===== config.mk =====
export PLATFORM = sky130hd
export DESIGN_NAME = fetch_queue
export DESIGN_NICKNAME = d
export VERILOG_FILES = /design/src/rtl/fetch_queue.sv
export SDC_FILE = /design/constraint.sdc
export NUM_CORES = 1
export LEC_CHECK = 0
export ABC_AREA = 1
export CAP_MARGIN = 30
export CORE_ASPECT_RATIO = 0.7
export CORE_MARGIN = 2
export CORE_UTILIZATION = 45
export DETAILED_ROUTE_END_ITERATION = 8
export HOLD_SLACK_MARGIN = 0.05
export PLACE_DENSITY = 0.64
export REMOVE_ABC_BUFFERS = 1
export SYNTH_ARGS = -nofsm -noshare
export SYNTH_HDL_FRONTEND = slang
export SYNTH_SLANG_ARGS = --single-unit

===== constraint.sdc =====
create_clock -name clk -period 4.9 [get_ports clk]
set_clock_uncertainty 0.2 [all_clocks]
set_input_delay 0.98 -clock clk [delete_from_list [all_inputs] [get_ports clk]]
set_output_delay 0.98 -clock clk [all_outputs]
set_load 0.01 [all_outputs]

===== src/rtl/fetch_queue.sv =====
// fetch_queue: in-order buffer of {pc, instr} pairs between fetch and decode.
//   clk, reset            : rising-edge clock, synchronous active-high reset
//   in_valid/in_ready     : fetch-side handshake; in_pc/in_instr are the entry
//   flush                 : redirect; drop every buffered entry
//   out_valid/out_ready   : decode-side handshake; out_pc/out_instr show the head
//   count                 : number of occupied entries (0..DEPTH)
module fetch_queue #(
  parameter int DEPTH = 4,
  parameter int XLEN  = 32
) (
  input  logic                     clk,
  input  logic                     reset,
  input  logic                     in_valid,
  output logic                     in_ready,
  input  logic [XLEN-1:0]          in_pc,
  input  logic [XLEN-1:0]          in_instr,
  input  logic                     flush,
  output logic                     out_valid,
  input  logic                     out_ready,
  output logic [XLEN-1:0]          out_pc,
  output logic [XLEN-1:0]          out_instr,
  output logic [$clog2(DEPTH):0]   count
);
  localparam int PW = $clog2(DEPTH);
  localparam int CW = PW + 1;
  localparam logic [CW-1:0] FULL = CW'(DEPTH);
  localparam logic [XLEN-1:0] NOP = XLEN'(32'h0000_0013);

  typedef struct packed {
    logic [XLEN-1:0] pc;
    logic [XLEN-1:0] instr;
  } entry_t;

  entry_t          mem_q [DEPTH];
  logic [PW-1:0]   rd_ptr_q, rd_ptr_d;
  logic [PW-1:0]   wr_ptr_q, wr_ptr_d;
  logic [CW-1:0]   count_q, count_d;
  logic            push, pop;

  // Full blocks a push even when a pop frees a slot in the same cycle.
  assign in_ready  = !reset && (count_q != FULL);
  assign out_valid = (count_q != '0);
  assign push      = in_valid && in_ready;
  assign pop       = out_valid && out_ready;
  assign count     = count_q;

  // Head is read straight from storage; empty queue shows a NOP at pc 0.
  assign out_pc    = out_valid ? mem_q[rd_ptr_q].pc    : '0;
  assign out_instr = out_valid ? mem_q[rd_ptr_q].instr : NOP;

  always_comb begin
    rd_ptr_d = rd_ptr_q;
    wr_ptr_d = wr_ptr_q;
    count_d  = count_q;
    if (flush) begin
      // A pop here has already been handed to decode; a push is dropped.
      rd_ptr_d = '0;
      wr_ptr_d = '0;
      count_d  = '0;
    end else begin
      if (push) wr_ptr_d = wr_ptr_q + 1'b1;
      if (pop)  rd_ptr_d = rd_ptr_q + 1'b1;
      case ({push, pop})
        2'b10:   count_d = count_q + 1'b1;
        2'b01:   count_d = count_q - 1'b1;
        default: count_d = count_q;
      endcase
    end
  end

  always_ff @(posedge clk) begin
    if (reset) begin
      rd_ptr_q <= '0;
      wr_ptr_q <= '0;
      count_q  <= '0;
    end else begin
      rd_ptr_q <= rd_ptr_d;
      wr_ptr_q <= wr_ptr_d;
      count_q  <= count_d;
    end
  end

  // Storage needs no reset: count gates visibility of every slot.
  always_ff @(posedge clk) begin
    if (push && !flush) mem_q[wr_ptr_q] <= '{pc: in_pc, instr: in_instr};
  end
endmodule


# Word-level counts from Yosys, hierarchy flattened
# Memory sizes are Yosys's and may differ from the RTL's. A register that Yosys moved wholly into a read port is not among the register bits.
# Cells that the tools add are included.
dict set report word_totals {
  ff_bits 7
  mem_bits_rw 256
  inputBits 69
  out_inout_bits 69
  elab_cells 27
  mem_count 1
}
dict set report op_classes {
  n_addsub 4
  n_eq_ne 3
  n_mux 7
  n_reduce_logical 9
}
# name depth width read_ports rd_ports_with_merged_regs wr line
set memory_table {}
lappend memory_table {mem_q 4 64 1 1 1 34} ;# entry_t mem_q [DEPTH];
# op count
set ops {}
lappend ops {{two-way mux 32 bit} 2}
lappend ops {{one-hot mux 3 bit (2 select lines)} 1}
lappend ops {{adder 2 x 1 -> 2 bit (second input constant)} 2}
lappend ops {{logical AND 1 bit} 4}
lappend ops {{two-way mux 2 bit} 2}
lappend ops {{adder 3 x 1 -> 3 bit (second input constant)} 1}
lappend ops {{!= test 3 bit (second input constant)} 1}
lappend ops {{nonzero test 3 bit} 1}
lappend ops {{subtractor 3 x 1 -> 3 bit (second input constant)} 1}
lappend ops {{equality test 2 x 1 -> 1 bit (second input constant)} 1}
lappend ops {{equality test 2 bit (second input constant)} 1}
lappend ops {{zero test 1 bit} 2}
lappend ops {{two-way mux 1 bit} 2}
lappend ops {{nonzero test 2 bit} 1}
lappend ops {{OR reduction 2 bit} 1}

# Depth between registers and ports, before layout
# Gate-level depths: netlist of the first run.
dict set report depth {
  depth_word 6
  depth_mapped 13
  depth_no_buf 13
}

# Least setup slack after synthesis of the first run
# No wires, ideal clock.
dict set report synth_path {
  path_type {input-to-reg}
  startpoint {in reset}
  endpoint {mem mem_q[0][0] (netlist bit), enable pin}
  setup_ns 0.487
  arrival_time_ns 4.111
  required_ns 4.213
  slack_ns 0.102
  path_stages 3
  n_path_buf 0
  cell_sequence {a21oi_1 > nand3b_1 > nor2_1}
}
dict set report synth_between {
  elab_chain_len 6
}
# element line
set synth_rtl {}
lappend synth_rtl {{start, declared} 12} ;# input logic reset,
lappend synth_rtl {{zero test 1 bit} 41} ;# assign in_ready = !reset && (count_q != FULL);
lappend synth_rtl {{logical AND 1 bit} 41}
lappend synth_rtl {{logical AND 1 bit} 43} ;# assign push = in_valid && in_ready;
lappend synth_rtl {{logical AND 1 bit} 85} ;# if (push && !flush) mem_q[wr_ptr_q] <= '{pc: in_pc, instr: in_instr};
lappend synth_rtl {{two-way mux 1 bit} 85}
lappend synth_rtl {{two-way mux 1 bit (implied by the code)} 85}
lappend synth_rtl {{end, declared} 34}
# No other way between the ends.

==> reports/qor.txt, run 1 <==
status: finished, final reports clean
Root Driver: clkbuf_16
WP data arrival: 2.91 ns
CTS tree: yes
share of layout cells above drive strength 1: 0.06606
Crit. End Element: output pin
worst skew pair latency: 0.52 ns
die width: 186.2 um
drt first pass iters: 5
1st-iter DRT viols: 453
Synth area leader: edfxtp_1
total track usage: 0.1808
Max Freq: 244.2 MHz
Leak Pwr: 4.319 nW
top post-synthesis cells by area: edfxtp_1, nor2_1, o21ai_0
wirelength, routed: 22,530 um
initial antenna violation count: 0
reg2reg setup slack: 2.60 ns
hold buffer count at cts: 0
Cells after Synth: 831
Synth Register Bits: 265
initial core utilization: 0.4599
Port Buffers: 137
H-Tree Depth: 1
Relative slew margins: 0.4130
Vias/cell: 4.983
DP HPWL: 12,590 um
final std cells w/o fill: 1,296
Num CTS Buffers: 25
CTS max path bufs: 3
Routed Antenna Nets: 0
CP Max Fanout: 66
Critical Path RT: 3.72 ns
TNS Setup: 0 ns
total die area: 0.02449 sq mm
HP Class: register to register
Max Cap Violations: 0
area delta synth->final: 23.27%
clock sinks: 265
core area: 0.02273 sq mm
largest net degree at the start of global routing: 67
GP Congestion: 0.7431
RSZ-0062 raised after global routing: no
kind of critical path: register to output pin
Slew Limit Fails: 0
first-pass GRT wire length: 34,090 um
number of global-route vias before repair: 6,039
post_cts resized: 0
area share of the largest cell type after synthesis: 0.7352
routed vias: 6,458
postcts setup bufs: 0
mean post-synth cell area: 12.58 sq um
register area share after synthesis: 0.7524
Rows: 46
n_diodes: 0
period utilisation layout: 0.8356
worst vdd ir: 0.2123 mV
clk slew on worst S/H paths: 0.06 ns
post-synthesis cell area: 0.01046 sq mm
Final Hold Fails: 0
Setup-failing EPs final: 0
DRC Markers: 0
Die Ht: 131.5 um
gr ovfl total: 0
synthesis warning total: 0
power density cells: 360.6 mW/mm^2
fin crit period: 4.094 ns
crit start category: register
number of distinct library cells after synthesis: 18
Layout Nets: 1,040
worst slew pin tran: 0.8792 ns
hold slack: 0.3097 ns
Final Power: 4.648 mW
DR WL/cell: 17.39 um
Placed Cells: 1,250
# IOs: 138
==> Yosys cell counts <==
library cell    n
edfxtp_1      256
inv_2           4
buf_6          16
a21oi_1        71
nor2_1        257
nand3b_1        1
ha_1            5
nand4_1         2
buf_2          13
nand3_1         3
buf_1           6
fa_1            1
dfxtp_1         9
o21ai_0       127
clkbuf_1       10
inv_1          19
nand2_1        29
buf_4           2
==> per-stage QoR <==
stage	instance area [sq um]	worst slack, ns	utilization
5_1_grt	12890	0.5618	0.5670
2_1_floorplan	10140	-0.4629	-
3_5_place_dp	12110	1.347	0.5327
3_3_place_gp	12110	1.366	0.5327
6_report	12890	0.8057	0.5670
4_1_cts	12890	0.7645	0.5670
==> critical path, stage by stage (launching register included) <==
cell and delay (ns):
dfxtp_4 0.51, buf_4 0.61, nor2_1 0.11, nor2_1 0.11, o21ai_0 0.09, a21oi_1 0.30, clkdlybuf4s50_1 0.61
==> cell families after synthesis <==
logic type,share of synthesized area
buf+inv,0.03889
fa+ha+maj,0.007898
flops,0.7524
simple gates,0.1060
compound gates,0.09477
==> worst paths after layout <==
path                from           end  cells after the start
max             register    out_pc[28]                      6
min          rd_ptr_q[1]      register                      2
max reg2reg     count[0]  mem_q[2][60]                      5
min reg2reg  rd_ptr_q[1]      register                      2
==> report_power, final <==
| part | internal, mW | switching (mW) | leakage (nW) |
|---|---|---|---|
| Sequential | 2.51 | 0.00764 | 2.39 |
| Combinational | 0.136 | 0.158 | 1.55 |
| Clock | 1.05 | 0.792 | 0.383 |
==> registers in the layout, summed over array words and instances, names as in the netlist, named ones only <==
signal	cells
count	3
wr_ptr_q	2
mem_q	256
rd_ptr_q	2
==> cell type report <==
type                    count  area [sq um]
inverters                  23         86.33
clock inverters            16         135.1
fillers                  1848          9844
multi-input cells         496          2212
clock buffers              30         644.4
well taps                 312         390.4
flip-flops and latches    265          7873
repair buffers            154          1549
==> per-layer routing <==
metal  up-vias  track usage  wire length, um  share of wire
li1       3195            -                -              -
met1      3032       0.2735            10850           0.48
met2       204       0.2701             9821           0.44
met3        27      0.03769             1518          0.067
met4         0      0.03893              346          0.015
met5         -            0                0              0
==> layout by cell type (no fill, tap or decap) <==
cell / n
inv_1: 19
clkinv_1: 3
o21ai_0: 127
buf_4: 13
clkinv_2: 8
bufinv_16: 2
buf_12: 4
inv_6: 1
nor2_4: 4
clkdlybuf4s50_1: 137
dfxtp_2: 1
dfxtp_4: 1
nand4_1: 2
nand2_1: 29
nand3b_1: 1
dfxtp_1: 7
ha_1: 5
fa_1: 1
edfxtp_1: 256
nand3_1: 3
a21oi_1: 71
clkinvlp_4: 2
clkbuf_16: 25
clkbuf_1: 5
nor2_1: 253
inv_2: 4
(Power assumes the default switching activity.)
==> inputs of run 2 (changes only) <==
clock period = 3.9 ns   (was 4.9 ns; I/O delays follow)
==> reports/qor.txt, run 2 (synthesis gave the netlist of run 1 again) <==
RSZ-0062 raised after global routing: no
Num CTS Buffers: 25 (unchanged)
Layout Nets: 1,039 (-0.096%)
CTS max path bufs: 3 (unchanged)
Critical Path RT: 2.92 ns (-0.80 ns)
Routed Antenna Nets: 0 (unchanged)
largest net degree at the start of global routing: 65 (-3.0%)
hold buffer count at cts: 0 (unchanged)
Rows: 46 (unchanged)
commonest non-fill, non-tap cell in the layout: edfxtp_1
1st-iter DRT viols: 609 (+34%)
wirelength, routed: 22,820 um (+1.3%)
kind of critical path: register to output pin
met3 usage: 0.03409 (-0.003603)
CP Max Fanout: 56 (-15%)
Relative slew margins: 0.4308 (+0.01784)
Leak Pwr: 4.318 nW (about the same)
fin crit period: 3.640 ns
layer with the highest usage: met2
Die Ht: 131.5 um (unchanged)
Max Cap Violations: 0 (unchanged)
number of fill cells: 1,831 (-0.92%)
crit start category: register
Setup-failing EPs final: 0 (unchanged)
worst vdd ir: 0.2458 mV (+16%)
area delta synth->final: 23.66%
Slew Limit Fails: 0 (unchanged)
Vias/cell: 5.052 (+1.4%)
die width: 186.2 um (unchanged)
total track usage: 0.1886 (+0.007772)
Hold Path Depth: 2 (unchanged)
most frequent cells in the layout: edfxtp_1, nor2_1, clkdlybuf4s50_1, o21ai_0, a21oi_1
initial antenna violation count: 1 (+1)
worst skew pair latency: 0.51 ns (about the same)
worst slew pin tran: 0.8537 ns (-0.02548 ns)
Max Freq: 274.7 MHz
routing usage on met1: 0.2814 (+0.007949)
Root Driver: clkbuf_16
clk slew on worst S/H paths: 0.06 ns (about the same)
postcts setup bufs: 0 (unchanged)
period utilisation layout: 0.9334
power density cells: 446.4 mW/mm^2 (+24%)
DRC Markers: 0 (unchanged)
total die area: 0.02449 sq mm (unchanged)
status: finished, final reports clean
number of global-route vias before repair: 6,333 (+4.9%)
Final Hold Fails: 0 (unchanged)
Largest register FFs: 256 (unchanged)
DP HPWL: 12,420 um (-1.4%)
WP data arrival: 2.66 ns (-0.25 ns)
core area: 0.02273 sq mm (unchanged)
first-pass GRT wire length: 35,740 um (+4.8%)
routing usage on met2: 0.2908 (+0.02065)
routed vias: 6,532 (+1.1%)
Final Power: 5.772 mW (+24%)
gr ovfl total: 0 (unchanged)
H-Tree Depth: 1 (unchanged)
reg2reg setup slack: 1.59 ns (-1.01 ns)
post_cts resized: 0 (unchanged)
CTS tree: yes
Reg with most FFs: mem_q
# IOs: 138 (unchanged)
Port Buffers: 137 (unchanged)
GP Congestion: 0.7319 (-1.5%)
HP Class: register to register
Worst R2R Path Depth: 5 (unchanged)
DR WL/cell: 17.65 um (+1.5%)
Crit. End Element: output pin
TNS Setup: 0 ns (unchanged)
drt first pass iters: 5 (unchanged)
share of layout cells above drive strength 1: 0.05816 (-0.007894)
initial core utilization: 0.4599 (unchanged)
clock sinks: 265 (unchanged)
## run 2: per-layer routing
metal,part of all wire,up-vias
met5,0,-
met1,0.48,3144
met4,0.014,0
li1,-,3186
met2,0.45,181
met3,0.062,21
## run 2: area by class of cell
class                           count  area (sq um)  area share
Inverter                           23         86.33    0.006677
Antenna cell                        1         2.502   0.0001935
Sequential cell                   265          7873      0.6089
Multi-Input combinational cell    496          2212      0.1711
Clock inverter                      7         60.06    0.004645
Clock buffer                       36         676.9     0.05235
Timing Repair Buffer              153          1629      0.1260
Tap cell                          312         390.4     0.03019
## run 2: worst paths after layout
| path | endpoint | startpoint |
|---|---|---|
| hold / removal | register | rd_ptr_q[1] |
| setup reg to reg | mem_q[0][33] | count[1] |
| setup / recovery | out_pc[8] | register |
| hold reg to reg | register | rd_ptr_q[1] |
## run 2: per-stage QoR
step / hold slack (ns) / utilization / worst slack, ns / instance area, sq um / cells
global route: 0.3171 / 0.5686 / 0.03494 / 12930 / 1292
CTS: 0.2959 / 0.5686 / 0.2278 / 12930 / 1292
floorplan: 0.2605 / - / -1.263 / 10140 / 784
global placement: 0.2811 / 0.5362 / 0.8142 / 12190 / 1249
finish: 0.2891 / 0.5687 / 0.2597 / 12930 / 1293
detailed placement: 0.2873 / 0.5362 / 0.7894 / 12190 / 1249
## run 2: report_power, final
| part | switching [mW] | total (mW) | leakage [nW] | internal (mW) |
|---|---|---|---|---|
| combinational | 0.198 | 0.374 | 1.58 | 0.175 |
| sequential | 0.00913 | 3.16 | 2.39 | 3.15 |
| clock | 0.973 | 2.24 | 0.356 | 1.27 |
| total | 1.18 | 5.77 | 4.32 | 4.59 |
## run 2: critical path, cell delays in order, from the launching register on
cell and delay, ns:
dfxtp_4 0.44, buf_4 0.52, nor2_1 0.11, nor2_1 0.13, o21ai_0 0.10, a21oi_1 0.24, clkdlybuf4s50_1 0.58
